[src/rtl/trap_sequencer.sv]
// Supervisor trap/SRET sequencer: arbitrates events, flushes the pipeline, strobes the CSR
// trap write and issues one redirect. Define TRAP_VECTORED_EN for vectored interrupt targets.
module trap_sequencer #(
    parameter int XLEN          = 32,
    parameter int FLUSH_TIMEOUT = 15
) (
    input  logic            clk,
    input  logic            rst,
    input  logic [1:0]      cur_priv,
    input  logic [XLEN-1:0] cur_pc,
    input  logic            sstatus_sie,
    input  logic            sstatus_spp,
    input  logic [XLEN-1:0] csr_sie,
    input  logic [XLEN-1:0] csr_sip,
    input  logic [XLEN-1:0] csr_stvec,
    input  logic [XLEN-1:0] csr_sepc,
    input  logic [XLEN-1:0] time_value,
    input  logic [XLEN-1:0] stimecmp,
    input  logic            irq_ext,
    input  logic            exc_valid,
    input  logic [XLEN-1:0] exc_cause,
    input  logic [XLEN-1:0] exc_tval,
    input  logic [XLEN-1:0] exc_pc,
    input  logic            sret_req,
    output logic            evt_ready,
    output logic            flush_req,
    input  logic            flush_ack,
    output logic            trap_set,
    output logic            trap_is_irq,
    output logic [XLEN-1:0] trap_scause,
    output logic [XLEN-1:0] trap_sepc,
    output logic [XLEN-1:0] trap_stval,
    output logic            redirect_valid,
    output logic [XLEN-1:0] redirect_pc,
    output logic [1:0]      next_priv,
    input  logic            redirect_ready,
    output logic            do_sret,
    output logic            busy
);

    typedef enum logic [1:0] {
        S_IDLE,
        S_FLUSH,
        S_WRITE,
        S_REDIRECT
    } state_t;

    // Counter width caps usable FLUSH_TIMEOUT at 65535.
    localparam int              CW       = 16;
    localparam logic [XLEN-1:0] IRQ_MASK = XLEN'(32'h0000_0222);
    localparam logic [1:0]      PRIV_U   = 2'd0;
    localparam logic [1:0]      PRIV_S   = 2'd1;

    state_t          r_state;
    logic [CW-1:0]   r_flush_cnt;
    logic            r_evt_ready;
    logic            r_flush_req;
    logic            r_trap_set;
    logic            r_do_sret;
    logic            r_redirect_valid;
    logic            r_busy;
    logic            r_is_sret;
    logic            r_is_irq;
    logic [XLEN-1:0] r_scause;
    logic [XLEN-1:0] r_sepc;
    logic [XLEN-1:0] r_stval;
    logic [XLEN-1:0] r_target;
    logic [1:0]      r_next_priv;

    logic            w_stip;
    logic            w_gie;
    logic            w_irq;
    logic            w_timeout;
    logic [4:0]      w_code;
    logic [XLEN-1:0] w_pend;
    logic [XLEN-1:0] w_enabled;
    logic [XLEN-1:0] w_base;
    logic [XLEN-1:0] w_irq_target;

    assign w_stip    = (time_value >= stimecmp);
    assign w_pend    = csr_sip | (XLEN'(irq_ext) << 9) | (XLEN'(w_stip) << 5);
    assign w_enabled = w_pend & csr_sie & IRQ_MASK;
    assign w_gie     = (cur_priv == PRIV_U) || ((cur_priv == PRIV_S) && sstatus_sie);
    assign w_irq     = w_gie && (|w_enabled);
    assign w_base    = csr_stvec & ~XLEN'(3);
    assign w_timeout = (FLUSH_TIMEOUT != 0) && (r_flush_cnt >= CW'(FLUSH_TIMEOUT - 1));

    // SEI > SSI > STI; only meaningful when w_irq is set.
    always_comb begin
        w_code = 5'd5;
        if (w_enabled[9]) begin
            w_code = 5'd9;
        end else if (w_enabled[1]) begin
            w_code = 5'd1;
        end
    end

`ifdef TRAP_VECTORED_EN
    assign w_irq_target = (csr_stvec[1:0] == 2'b01) ? (w_base + (XLEN'(w_code) << 2)) : w_base;
`else
    assign w_irq_target = w_base;
`endif

    always_ff @(posedge clk) begin
        if (rst) begin
            r_state          <= S_IDLE;
            r_flush_cnt      <= '0;
            r_evt_ready      <= 1'b1;
            r_flush_req      <= 1'b0;
            r_trap_set       <= 1'b0;
            r_do_sret        <= 1'b0;
            r_redirect_valid <= 1'b0;
            r_busy           <= 1'b0;
            r_is_sret        <= 1'b0;
            r_is_irq         <= 1'b0;
            r_scause         <= '0;
            r_sepc           <= '0;
            r_stval          <= '0;
            r_target         <= '0;
            r_next_priv      <= 2'd0;
        end else begin
            r_trap_set <= 1'b0;
            r_do_sret  <= 1'b0;
            case (r_state)
                S_IDLE: begin
                    if (exc_valid || sret_req || w_irq) begin
                        r_state     <= S_FLUSH;
                        r_flush_cnt <= '0;
                        r_evt_ready <= 1'b0;
                        r_flush_req <= 1'b1;
                        r_busy      <= 1'b1;
                    end
                    if (exc_valid) begin
                        r_is_sret   <= 1'b0;
                        r_is_irq    <= 1'b0;
                        r_scause    <= exc_cause;
                        r_sepc      <= exc_pc;
                        r_stval     <= exc_tval;
                        r_target    <= w_base;
                        r_next_priv <= PRIV_S;
                    end else if (sret_req) begin
                        // Trap CSR image is left untouched by SRET.
                        r_is_sret   <= 1'b1;
                        r_target    <= csr_sepc;
                        r_next_priv <= sstatus_spp ? PRIV_S : PRIV_U;
                    end else if (w_irq) begin
                        r_is_sret   <= 1'b0;
                        r_is_irq    <= 1'b1;
                        r_scause    <= {1'b1, {(XLEN-6){1'b0}}, w_code};
                        r_sepc      <= cur_pc;
                        r_stval     <= '0;
                        r_target    <= w_irq_target;
                        r_next_priv <= PRIV_S;
                    end
                end
                S_FLUSH: begin
                    if (flush_ack || w_timeout) begin
                        r_state     <= S_WRITE;
                        r_flush_req <= 1'b0;
                        r_trap_set  <= !r_is_sret;
                        r_do_sret   <= r_is_sret;
                    end else if (r_flush_cnt != {CW{1'b1}}) begin
                        r_flush_cnt <= r_flush_cnt + CW'(1);
                    end
                end
                S_WRITE: begin
                    r_state          <= S_REDIRECT;
                    r_redirect_valid <= 1'b1;
                end
                S_REDIRECT: begin
                    if (redirect_ready) begin
                        r_state          <= S_IDLE;
                        r_redirect_valid <= 1'b0;
                        r_busy           <= 1'b0;
                        r_evt_ready      <= 1'b1;
                    end
                end
                default: begin
                    r_state          <= S_IDLE;
                    r_flush_req      <= 1'b0;
                    r_redirect_valid <= 1'b0;
                    r_busy           <= 1'b0;
                    r_evt_ready      <= 1'b1;
                end
            endcase
        end
    end

    assign evt_ready      = r_evt_ready;
    assign flush_req      = r_flush_req;
    assign trap_set       = r_trap_set;
    assign do_sret        = r_do_sret;
    assign redirect_valid = r_redirect_valid;
    assign busy           = r_busy;
    assign trap_is_irq    = r_is_irq;
    assign trap_scause    = r_scause;
    assign trap_sepc      = r_sepc;
    assign trap_stval     = r_stval;
    assign redirect_pc    = r_target;
    assign next_priv      = r_next_priv;

endmodule

[config.mk]
export PLATFORM = sky130hd
export DESIGN_NAME = trap_sequencer
export DESIGN_NICKNAME = d
export VERILOG_FILES = /design/src/rtl/trap_sequencer.sv
export SDC_FILE = /design/constraint.sdc
export NUM_CORES = 1
export LEC_CHECK = 0
export BUFFER_PORTS_ARGS = -buffer_cell sky130_fd_sc_hd__buf_2
export CAP_MARGIN = 20
export CORE_AREA = 2 2 181 183
export CTS_CLUSTER_DIAMETER = 40
export DETAILED_ROUTE_END_ITERATION = 10
export DIE_AREA = 0 0 183 185
export GPL_ROUTABILITY_DRIVEN = 0
export PLACE_DENSITY_LB_ADDON = 0.15
export SLEW_MARGIN = 10
export SYNTH_ARGS = -nofsm -noshare
export SYNTH_HDL_FRONTEND = slang
export SYNTH_SLANG_ARGS = --single-unit
[constraint.sdc]
create_clock -name clk -period 3.1 [get_ports clk]
set_input_delay 0.155 -clock clk [delete_from_list [all_inputs] [get_ports clk]]
set_output_delay 0.155 -clock clk [all_outputs]
set_load 0.03 [all_outputs]
==> After elaboration in Yosys (flattened, before gate mapping) <==
Cells that the tools add are included.
W data, S select, Z words.
{ "totals": {"reg_bits": 156, "inputBits": 331, "output_inout_bits": 137, "word_cells": 98} }
{ "classes": {"n_addsub": 1, "order_cmp": 2, "eq_ne": 11, "mux": 41, "bitwise_logic": 5, "n_reduce_logical": 23} }
{ "op_table": {"columns": ["operator", "n"], "rows": [
  ["$mux W32", 12],
  ["$mux W16", 3],
  ["$ge A32 B32 Y1", 1],
  ["$pmux W16 S2", 1],
  ["$add A16 B1 Y16 const B", 1],
  ["$ge A16 B4 Y1 const B", 1],
  ["$ne A16 B16 Y1 const B", 1],
  ["$mux W1", 12],
  ["$mux W2", 6],
  ["$ne A2 B2 Y1 const B", 6],
  ["$reduce_and A3 Y1", 4],
  ["$and A10 B10 Y10", 1],
  ["$or A10 B10 Y10", 1],
  ["$or A10 B6 Y10", 1],
  ["$pmux W1 S2", 4],
  ["$pmux W2 S4", 1],
  ["$reduce_bool A2 Y1", 4],
  ["$reduce_or A3 Y1", 2],
  ["$mux W5", 1],
  ["$eq A2 B1 Y1 const B", 2],
  ["$eq A2 B2 Y1 const B", 2],
  ["$logic_not A2 Y1", 2],
  ["$logic_or A1 B1 Y1", 4],
  ["$reduce_and A2 Y1", 2],
  ["6 further kinds", 8]
]} }

==> Longest topological paths before layout <==
Gate-level depths: netlist of run 1.
{ "logic_depth": {"depth_word": 8, "mapped_depth": 11, "ltp_nobuf": 8} }

==> Worst setup path after synthesis of run 1 <==
OpenSTA, ideal clock, no wires.
{ "synth_timing": {"path_type": "in2reg", "start": "in stimecmp[27]", "end": "reg r_sepc[14] (netlist: trap_sepc[14])", "setup_time_ps": 81, "arrival_ps": 2023, "path_slack_ps": 996, "path_stages": 10, "path_buffers": 2, "cell_sequence": "inv_1 ha_1 a21oi_1 o21ai_0 a211o_1 o21ai_1 buf_4 buf_1 a211oi_1 a211oi_2"} }
{ "synth_between": {"elab_chain_cells": 7} }
{ "synth_rtl": {"columns": ["element", "line", "rtl"], "rows": [
  ["from (decl)", "18", "input logic [XLEN-1:0] stimecmp,"],
  ["$ge A32 B32 Y1", "80", "assign w_stip = (time_value >= stimecmp);"],
  ["$or A10 B6 Y10", "81", "assign w_pend = csr_sip | (XLEN'(irq_ext) << 9) | (XLEN'(w_stip) << 5);"],
  ["$and A10 B10 Y10", "82", "assign w_enabled = w_pend & csr_sie & IRQ_MASK;"],
  ["$reduce_or A3 Y1", "84", "assign w_irq = w_gie && (|w_enabled);"],
  ["$logic_and A1 B1 Y1", "84", null],
  ["$reduce_bool A2 Y1 (no source line)", null, null],
  ["$reduce_and A3 Y1 (no source line)", null, null],
  ["to (signal assigned)", "137", "r_sepc <= exc_pc;"],
  ["to (signal assigned)", "150", "r_sepc <= cur_pc;"],
  ["to (decl)", "65", "logic [XLEN-1:0] r_sepc;"]
]} }
No other way between the ends.
A chain may end at the register's enable or synchronous reset.

==> Final worst setup path of run 1 <==
{ "layout_timing": {"start": "in stimecmp[27]", "end": "reg r_target[10] (netlist: redirect_pc[10])"} }
{ "layout_between": {"elab_chain_cells": 7} }
{ "layout_rtl": {"columns": ["element", "line", "rtl"], "rows": [
  ["$ge A32 B32 Y1", "80", null],
  ["$or A10 B6 Y10", "81", null],
  ["$and A10 B10 Y10", "82", null],
  ["$reduce_or A3 Y1", "84", null],
  ["$logic_and A1 B1 Y1", "84", null],
  ["$reduce_bool A3 Y1 (no source line)", null, null],
  ["$reduce_and A2 Y1 (no source line)", null, null],
  ["to (signal assigned)", "139", "r_target <= w_base;"],
  ["to (signal assigned)", "144", "r_target <= csr_sepc;"],
  ["to (signal assigned)", "152", "r_target <= w_irq_target;"],
  ["to (decl)", "67", "logic [XLEN-1:0] r_target;"]
]} }
No other way between the ends.

==> results of run 1 <==
-- sequential cells by signal, indices dropped and copies added, names as in the netlist, 2 cells and up --
register,flops
r_state,2
r_flush_cnt,16
trap_stval,32
redirect_pc,32
trap_sepc,32
trap_scause,32
-- where the power goes --
part / internal [W] / total, W / switching (W)
sequential: 0.00246 / 0.00269 / 0.000230
clock: 0.00113 / 0.00208 / 0.000959
combinational: 0.00133 / 0.00380 / 0.00247
total: 0.00491 / 0.00857 / 0.00366
-- layout make-up --
cell class,count,area [um2],share of cell area [%]
Multi-Input combinational cell,464,3928,34.57
Tap cell,408,510.5,4.494
Inverter,78,292.8,2.577
Clock buffer,18,429.2,3.778
Sequential cell,155,3103,27.32
Clock inverter,14,136.4,1.201
Timing Repair Buffer,495,2960,26.06
-- critical path: cells and delay by family --
kind / cells / cell delay [ns]
simple gates: 4 / 0.88
fa+ha+maj: 1 / 0.31
compound gates: 2 / 0.91
buf+inv: 3 / 0.40
-- kinds of logic (layout without fill, tap and decap cells) --
logic type / count (synthesis) / count (layout)
multiplexers: 65 / 65
AND/OR/NAND/NOR: 122 / 122
AO/OA/AOI/OAI: 238 / 238
adder cells (fa/ha/maj): 38 / 38
other: 1 / 1
buffers and inverters: 151 / 605
flip-flops: 155 / 155
-- Yosys cell counts, types with 4 or more instances --
library cell	number
nor4_1	38
a211oi_2	28
mux2_2	32
nand3_1	13
o211ai_1	4
mux2i_1	33
a32o_1	60
nor3b_1	11
a22oi_1	4
clkbuf_1	46
nor2_1	13
buf_2	18
a211oi_1	41
inv_1	77
o21ai_0	16
dfxtp_1	155
buf_6	4
nand2_1	27
a311oi_1	32
ha_1	38
nor3_1	6
a21oi_1	24
-- what timing repair did --
action	4_1_cts	5_1_grt
setup endpoints to repair	0	0
endpoints found under the hold margin	63	0
hold buffers	63	0
-- path summary, 6_finish.rpt --
kind	cells after the start	end
worst max-delay path	10	redirect_pc[10]
worst min-delay path	3	trap_scause[0]
worst max register to register	8	r_flush_cnt[7]
worst min register to register	2	trap_scause[0]
-- layer usage --
metal,wire length (um),global-route usage (%)
met5,13,0
met4,446,4.160
met3,1596,3.637
met2,13420,26.23
met1,12200,19.37
-- metrics by stage --
| step | cell area (um2) | std cells | worst slack [ns] | util, % | hold slack [ns] |
|---|---|---|---|---|---|
| 2_1_floorplan | 7607 | 770 | 0.9961 | - | 0.2808 |
| 3_3_place_gp | 10160 | 1537 | 0.3905 | 31.72 | 0.3652 |
| 3_5_place_dp | 10160 | 1537 | 0.3655 | 31.72 | 0.3693 |
| 4_1_cts | 11360 | 1632 | 0.7969 | 35.45 | 0.005422 |
| 5_1_grt | 11360 | 1632 | 0.6138 | 35.45 | 0.03238 |
| 6_report | 11360 | 1632 | 0.7578 | 35.45 | 0.01828 |
==> parameters.txt, run 1 <==
Parameter                              Value

Finish
  Leading cell types in the layout, fill and taps excluded    buf_2 (405), dfxtp_1 (155), inv_1 (76)
  Nets@finish    1,580
  Area delta synth->final    49.33%
  Antenna Diode Count    0
  Leading cell type in the layout, fill and taps excluded    buf_2
  Filler cells    3,352
  Ratio of cells with drive above 1 in the final layout    43.95%

Worst setup path
  Maximum cell stage delay along the critical path    0.63 ns
  WP data arrival    ~2.7 ns
  Type of element capturing the critical path    register
  Critical Path Source    stimecmp[27]
  Crit path max-delay cell type    a21oi_2
  Setup slack on the worst flop-to-flop path    0.80 ns
  List of cells traversed by the critical path    buf_2, inv_1, ha_1, nand4_1, nor4_1, nand4_1, a21oi_2, buf_4, nor4_1, a311oi_1
  WP data required    approximately 3.4 ns
  Worst-path fanout max    15
  Nature of the critical path startpoint    input port
  Critical path class    in2reg
  R2r startpoint    r_flush_cnt[0]

Floorplan
  I/O pin count    between 400 and 500
  Die Span X    183 um
  Die Ht    185 um
  Placeable core region    approximately 32,000 um2
  Total number of placement rows    66
  Effective utilization at floorplan    23.74%
  Die area    33,860 um2

Logic synthesis
  Synthesized net count    1,139
  Synth Area in Simple Gates    roughly 9%
  Cells taking the most area after synthesis    dfxtp_1 (41%), a32o_1 (7.9%), ha_1 (6.3%)
  Yosys reg bits    ~160
  Arithmetic-cell share of the synthesized area counting full adders, half adders and majority gates    under 10%
  Fraction of synthesized area in multiplexers    9.079%
  Xor/xnor share of the synthesized area    0%
  Number of warnings printed during yosys synthesis    0
  Post-synth ARST share    0%
  Register area share after synthesis    40.79%
  Complex-gate fraction of the synthesized area    26.61%
  Mapped cell area    7607 um2
  Number of instances in the synthesized netlist    770
  Largest family of logic cells by synthesized area    compound AO/OA/AOI/OAI gates
  Post-synth top area share    between 40% and 50%
  Predominant post-synthesis flop cell    dfxtp_1
  Netlist cell types    between 50 and 60
  Count of flip-flops with a built-in enable after synthesis    0
  Mapped Avg Cell Area    9.880 um2
  Post-synth top area cell    dfxtp_1

Detailed routing
  Routed length per placed instance    16.96 um
  Antenna viol nets, final    0
  Number of vias per cell after detailed routing    4.716
  Routed vias    7,697
  Wire length reported by the detailed router    27,680 um
  Number of DRC markers in iteration 0    292
  Number of optimization iterations in the first detailed-route pass    4
  DRC violation count after routing    0

Clock network
  Worst-skew pair later-pin latency    roughly 0.42 ns
  Buffer levels on the longest clock path    2
  Post_cts resized    0
  Number of CTS-inserted buffers    17
  Clk Tree Root Cell    clkbuf_16
  TritonCTS clock tree    built
  Clock transition at the registers of the reported paths    0.07 ns
  H-Tree Depth    4
  Setup fix buffers added after clock tree synthesis    0
  Clock tree sinks    between 150 and 200

GRT
  Maximum number of pins on one net before global-route repair    62
  Global route overflow    0
  First-pass GRT wire length    41,260 um
  Via count of the first global-routing pass    7,495
  Number of antenna violations at the first check in global routing    1
  Overall global routing resource usage    15.36%

STA
  Setup repair after global routing missed its margin    false
  Max-slew violation count    0
  Hold Vio Cnt, Final    0
  Count of final setup violators    0
  Worst clock skew on the final layout    about 0.014 ns
  Slew margin rel.    between 40 and 50%
  Final total negative setup slack    0 ns
  Share of the clock period used by the worst path    75.56%
  Max Clock Freq    426.9 MHz
  Final Critical Period    2.342 ns
  Least-Margin Pin Slew    about 0.8 ns

Status
  Status    finished, final reports clean

Pwr
  PnR Total Power    about 0.0086 W
  Leakage    ~5.1 nW
  Power density normalized to cell area    approximately 750 nW/um2
  Worst IR drop on VDD    ~0.34 mV

Min path
  Worst hold path type    in2reg
  Source of the worst hold timing path    exc_cause[0]

Placed design
  Post-DP HPWL    20,220 um
  Count of port buffers added during placement    406

Run
  Count of maximum capacitance violations    0
No activity file was read; power rests on OpenSTA's default activity.
==> run 2: changes to the inputs <==
--- a/config.mk
+++ b/config.mk
@@ -7,10 +7,10 @@
 export LEC_CHECK = 0
 export BUFFER_PORTS_ARGS = -buffer_cell sky130_fd_sc_hd__buf_2
 export CAP_MARGIN = 20
-export CORE_AREA = 2 2 181 183
+export CORE_AREA = 2 2 180 182
 export CTS_CLUSTER_DIAMETER = 40
 export DETAILED_ROUTE_END_ITERATION = 10
-export DIE_AREA = 0 0 183 185
+export DIE_AREA = 0 0 182 184
 export GPL_ROUTABILITY_DRIVEN = 0
 export PLACE_DENSITY_LB_ADDON = 0.15
 export SLEW_MARGIN = 10
==> constraint.sdc (replaced) <==
create_clock -name clk -period 2 [get_ports clk]
set_input_delay 0.1 -clock clk [delete_from_list [all_inputs] [get_ports clk]]
set_output_delay 0.1 -clock clk [all_outputs]
set_load 0.03 [all_outputs]
==> run 2 against run 1 <==
Register-to-register slack lost 0.75 ns; worst setup slack worse by 0.71 ns; count of clock-buffer cells in the layout is 1 lower; critical path type is now reg2reg; critical endpoint is now r_flush_cnt[2]; largest cell class unchanged; largest power group unchanged.
==> parameters.txt, run 2 (synthesis results as in run 1) <==
Parameter                              Value

Status
  Status    finished, final reports clean

Floorplan
  Die area    33,490 um2
  Die Span X    around 180 um
  Placeable core region    31,390 um2
  Die Ht    ~180 um
  I/O pin count    468
  Total number of placement rows    65
  Effective utilization at floorplan    24.23%

Detailed routing
  Number of vias per cell after detailed routing    4.760
  Routed length per placed instance    16.92 um
  Antenna viol nets, final    0
  DRC violation count after routing    0
  Number of DRC markers in iteration 0    between 400 and 500
  Wire length reported by the detailed router    28,190 um
  Routed vias    7,930
  Number of optimization iterations in the first detailed-route pass    4

Placed design
  Post-DP HPWL    between 20,000 and 25,000 um
  Count of port buffers added during placement    406
  Total cell area at the placement stage    between 10,000 and 15,000 um2

STA
  Hold Vio Cnt, Final    0
  Slew margin rel.    around three fifths
  Final Critical Period    1.948 ns
  Max Clock Freq    513.2 MHz
  Share of the clock period used by the worst path    97.42%
  Max-slew violation count    0
  Setup repair after global routing missed its margin    true
  Least-Margin Pin Slew    between 0.6 and 0.7 ns
  Final total negative setup slack    0 ns
  Worst clock skew on the final layout    ~0.014 ns
  Count of final setup violators    0
  Tightest hold margin    0.04282 ns

Worst setup path
  Worst-path fanout max    3
  Worst reg-to-reg path cell count    8
  Critical path class    reg2reg
  Nature of the critical path startpoint    register
  WP data arrival    2.24 ns
  WP data required    about 2.3 ns
  Type of element capturing the critical path    register

Finish
  Leading cell types in the layout, fill and taps excluded    buf_2 (405), dfxtp_1 (154), inv_1 (74)
  Nets@finish    approximately 1,600
  Area delta synth->final    57.55%
  Total area of multi-input combinational cells    approximately 4200 um2
  Leading cell type in the layout, fill and taps excluded    buf_2
  Sequential standard cell area    around 3100 um2
  Ratio of cells with drive above 1 in the final layout    between 40% and 50%
  Final standard cell area without fillers    11,990 um2
  Filler cells    3,264

Pwr
  Switching power share of the total    between 40% and 50%
  Share of total power in the clock network    approximately a quarter
  Power Internal    0.008108 W
  Leakage    5.394 nW
  Worst IR drop on VDD    between 0.5 and 0.6 mV
  Sequential cell fraction of total power    29.9%
  Proportion of power drawn by combinational gates    around 46%
  Power density normalized to cell area    1166 nW/um2
  Psw    0.005871 W

Clock network
  Clock transition at the registers of the reported paths    0.08 ns
  Clk Tree Root Cell    clkbuf_16
  TritonCTS clock tree    built
  Worst-skew pair later-pin latency    approximately 0.42 ns
  Buffer levels on the longest clock path    2
  Clock tree sinks    155
  H-Tree Depth    4
  Number of CTS-inserted buffers    17

GRT
  Maximum number of pins on one net before global-route repair    61
  Overall global routing resource usage    15.86%
  Global route overflow    0
  Via count of the first global-routing pass    7,828
  Number of antenna violations at the first check in global routing    3
  First-pass GRT wire length    42,240 um

Run
  Count of maximum capacitance violations    0

Min path
  Min-Delay Path Depth    3
  Worst hold path type    in2reg
[run 2: changes by cell type in the layout (fill, tap and decap cells not counted), moves of 4 or more]
cell        previous run  this run
buf_4                 19        49
a311oi_1              32        22
a311oi_2               0        10
a211oi_1              41        35
a211oi_2              28        34
clkinvlp_4             5         1
[run 2: final timing paths]
check / start / to / slack (ns)
worst min-delay path: csr_stvec[27] / redirect_pc[27] / 0.04
worst max-delay path: r_flush_cnt[0] / r_flush_cnt[2] / 0.05
worst max register to register: r_flush_cnt[0] / r_flush_cnt[2] / 0.05
worst min register to register: r_is_sret / trap_set / 0.45
[run 2: repair_timing]
action                     in CTS  in global routing
resized for setup               0                 37
setup endpoints to repair       0                 65
buffers inserted                0                  5
hold endpoints to repair       65                  0
hold buffers                   65                  0
[run 2: per-stage QoR]
step	power, W	util [%]	cells	setup WS [ns]
floorplan	0.008158	-	770	0.004080
global placement	0.01030	33.41	1562	-0.3177
detailed placement	0.01032	33.41	1562	-0.3406
CTS	0.01393	37.43	1659	0.01541
global route	0.01481	38.18	1666	-0.08743
finish	0.01398	38.18	1666	0.05157
[run 2: layout make-up]
cell class / count / share of cell area, %
multi-input cells: 464 / 34.77
repair buffers: 533 / 27.53
flip-flops and latches: 155 / 25.90
well taps: 402 / 4.197
clock buffers: 17 / 3.549
inverters: 78 / 2.443
clock inverters: 15 / 1.566
diodes: 2 / 0.04176
[run 2: routing by layer]
metal / up-vias / share of wire (%) / GRT usage [%]
li1: 3908 / - / -
met1: 3745 / 44 / 19.56
met2: 234 / 48 / 26.89
met3: 41 / 5.2 / 3.605
met4: 2 / 2.7 / 6.129
met5: - / 0.046 / 0
[run 2: power by group through the flow]
stage | registers [W] | logic [W] | clock network (W)
finish | 0.00417 | 0.00640 | 0.00341
global route | 0.00427 | 0.00689 | 0.00365
CTS | 0.00417 | 0.00620 | 0.00355
detailed placement | 0.00424 | 0.00608 | 0
global placement | 0.00421 | 0.00609 | 0
floorplan | 0.00556 | 0.00260 | 0
[run 2: critical path, stage by stage (launching register included)]
cell	delay [ns]
dfxtp_2	0.33
inv_2	0.04
ha_2	0.16
o211ai_1	0.20
nand3_2	0.14
o31a_1	0.33
a211o_1	0.33
a32oi_1	0.20
o22ai_1	0.09
==> run 3: changes to the inputs <==
--- a/config.mk
+++ b/config.mk
@@ -7,10 +7,10 @@
 export LEC_CHECK = 0
 export BUFFER_PORTS_ARGS = -buffer_cell sky130_fd_sc_hd__buf_2
 export CAP_MARGIN = 20
-export CORE_AREA = 2 2 180 182
+export CORE_AREA = 2 2 181 183
 export CTS_CLUSTER_DIAMETER = 40
 export DETAILED_ROUTE_END_ITERATION = 10
-export DIE_AREA = 0 0 182 184
+export DIE_AREA = 0 0 183 185
 export GPL_ROUTABILITY_DRIVEN = 0
 export PLACE_DENSITY_LB_ADDON = 0.15
 export SLEW_MARGIN = 10
==> constraint.sdc (replaced) <==
create_clock -name clk -period 1.8 [get_ports clk]
set_input_delay 0.09 -clock clk [delete_from_list [all_inputs] [get_ports clk]]
set_output_delay 0.09 -clock clk [all_outputs]
set_load 0.03 [all_outputs]
==> run 3 against run 2 <==
Critical endpoint unchanged; sequential power up 13%; die area up 1.1%; critical path depth unchanged; worst setup slack worse by 0.14 ns; the run now ends with negative setup slack left; total power up 27%; final cell count up 3.7%; flip-flop and latch count unchanged; non-clock buffer count up 53.
==> parameters.txt, run 3 (synthesis results as in run 1) <==
Parameter                              Value

Floorplan
  Placeable core region    32,040 um2
  Effective utilization at floorplan    between 20% and 30%
  Total number of placement rows    66
  Die Ht    185 um
  Die area    33,860 um2
  Die Span X    about 180 um
  I/O pin count    roughly 470

STA
  Final total negative setup slack    -2.545 ns
  Worst clock skew on the final layout    0.01127 ns
  Count of final setup violators    80
  Share of the clock period used by the worst path    104.8%
  Slew margin rel.    63.75%
  PnR worst setup slack    -0.08633 ns
  Max Clock Freq    530.1 MHz
  Least-Margin Pin Slew    0.5438 ns
  Final Critical Period    between 1.5 and 2 ns
  Max-slew violation count    0
  Tightest hold margin    0.02497 ns
  Hold Vio Cnt, Final    0
  Setup repair after global routing missed its margin    true

Worst setup path
  Worst-path fanout max    4
  Critical path class    reg2reg
  WP data arrival    2.18 ns
  WP data required    approximately 2.1 ns
  Worst reg-to-reg path cell count    8
  Critical Path Source    r_flush_cnt[0]
  R2r startpoint    r_flush_cnt[0]
  Type of element capturing the critical path    register
  Nature of the critical path startpoint    register

Status
  Violated checks    negative setup slack
  Status    finished, violations left

Pwr
  Power density normalized to cell area    1288 nW/um2
  Proportion of power drawn by combinational gates    51.1%
  Switching power share of the total    41.57%
  Worst IR drop on VDD    0.6402 mV
  Sequential cell fraction of total power    26.6%
  Leakage    5.970 nW
  Share of total power in the clock network    22.4%
  Psw    roughly 0.0074 W
  Power Internal    0.01041 W

Detailed routing
  Routed length per placed instance    18.00 um
  Antenna viol nets, final    0
  Number of vias per cell after detailed routing    4.796
  Number of DRC markers in iteration 0    394
  Routed vias    between 8,000 and 9,000
  DRC violation count after routing    0
  Wire length reported by the detailed router    31,080 um
  Number of optimization iterations in the first detailed-route pass    5

Clock network
  Clock tree sinks    155
  TritonCTS clock tree    built
  Buffer levels on the longest clock path    2
  Number of CTS-inserted buffers    17
  Clk Tree Root Cell    clkbuf_16
  Worst-skew pair later-pin latency    0.42 ns
  H-Tree Depth    4
  Clock transition at the registers of the reported paths    0.08 ns

Placed design
  Worst slack after detailed placement    -0.6321 ns
  Post-placement cell count    about 1,600
  Post-DP HPWL    between 20,000 and 25,000 um
  Count of port buffers added during placement    406

Min path
  Source of the worst hold timing path    csr_stvec[25]
  Min-Delay Path Depth    3
  Worst hold path type    in2reg

GRT
  Overall global routing resource usage    between 10% and 20%
  Via count of the first global-routing pass    between 7,000 and 8,000
  Global route overflow    0
  Maximum number of pins on one net before global-route repair    63
  First-pass GRT wire length    42,660 um
  Number of antenna violations at the first check in global routing    2

Finish
  Ratio of cells with drive above 1 in the final layout    ~60%
  Area delta synth->final    81.73%
  Leading cell type in the layout, fill and taps excluded    buf_2
  Final standard cell count with taps included and fillers excluded    1,727
  Leading cell types in the layout, fill and taps excluded    buf_2 (394), dfxtp_1 (153), buf_4 (68)
  Nets@finish    approximately 1,700

Run
  Count of maximum capacitance violations    0
[run 3: changes by cell type in the layout (fill, tap and decap cells not counted), moves of 20 or more]
cell and change:
a211oi_1 -21, nor4_1 -27, buf_6 +22, nor4_4 +21, a211oi_2 +21, ha_4 +20
[run 3: metrics by stage]
step / utilization, % / area [um2] / total power (W)
2_1_floorplan: - / 8009 / 0.009333
3_3_place_gp: 33.81 / 10830 / 0.01172
3_5_place_dp: 33.81 / 10830 / 0.01173
4_1_cts: 38.54 / 12350 / 0.01617
5_1_grt: 43.15 / 13820 / 0.01875
6_report: 43.15 / 13820 / 0.01781
[run 3: what timing repair did]
item,CTS,global route
gates cloned,1,19
setup endpoints to repair,82,149
resized for setup,27,167
endpoints found under the hold margin,65,0
hold buffers,65,0
pin swaps,15,101
buffers inserted,9,20
[run 3: power by group through the flow]
stage	clock [W]	sequential (W)	combinational, W
floorplan	0	0.00618	0.00315
global route	0.00425	0.00483	0.00968
finish	0.00398	0.00473	0.00909
detailed placement	0	0.00470	0.00703
CTS	0.00413	0.00463	0.00742
global placement	0	0.00467	0.00704
[run 3: area by class of cell]
type	instances	area, um2
flip-flops and latches	155	3105
clock inverters	15	206.4
fillers	3145	18220
clock buffers	17	425.4
repair buffers	586	4140
diodes	2	5.005
multi-input cells	466	5109
well taps	408	510.5
inverters	78	322.8
[run 3: path summary, 6_finish.rpt]
| kind | end | slack, ns |
|---|---|---|
| hold reg to reg | trap_set | 0.45 |
| setup reg to reg | r_flush_cnt[2] | -0.09 |
| setup / recovery | r_flush_cnt[2] | -0.09 |
| hold / removal | redirect_pc[25] | 0.02 |
[run 3: metal layers]
metal  vias up  routed length [um]  track usage, %
li1       4043                   -               -
met1      3981               13320           19.34
met2       233               15740           27.88
met3        26                1518           3.775
met4         0                 502           4.864
met5         -                   0               0
[run 3: critical path, stage by stage (launching register included)]
cell      delay [ns]
dfxtp_2         0.33
inv_2           0.05
ha_4            0.14
o211ai_1        0.20
nand3_2         0.15
o31a_1          0.30
a211o_1         0.29
a32oi_1         0.20
o22ai_1         0.10
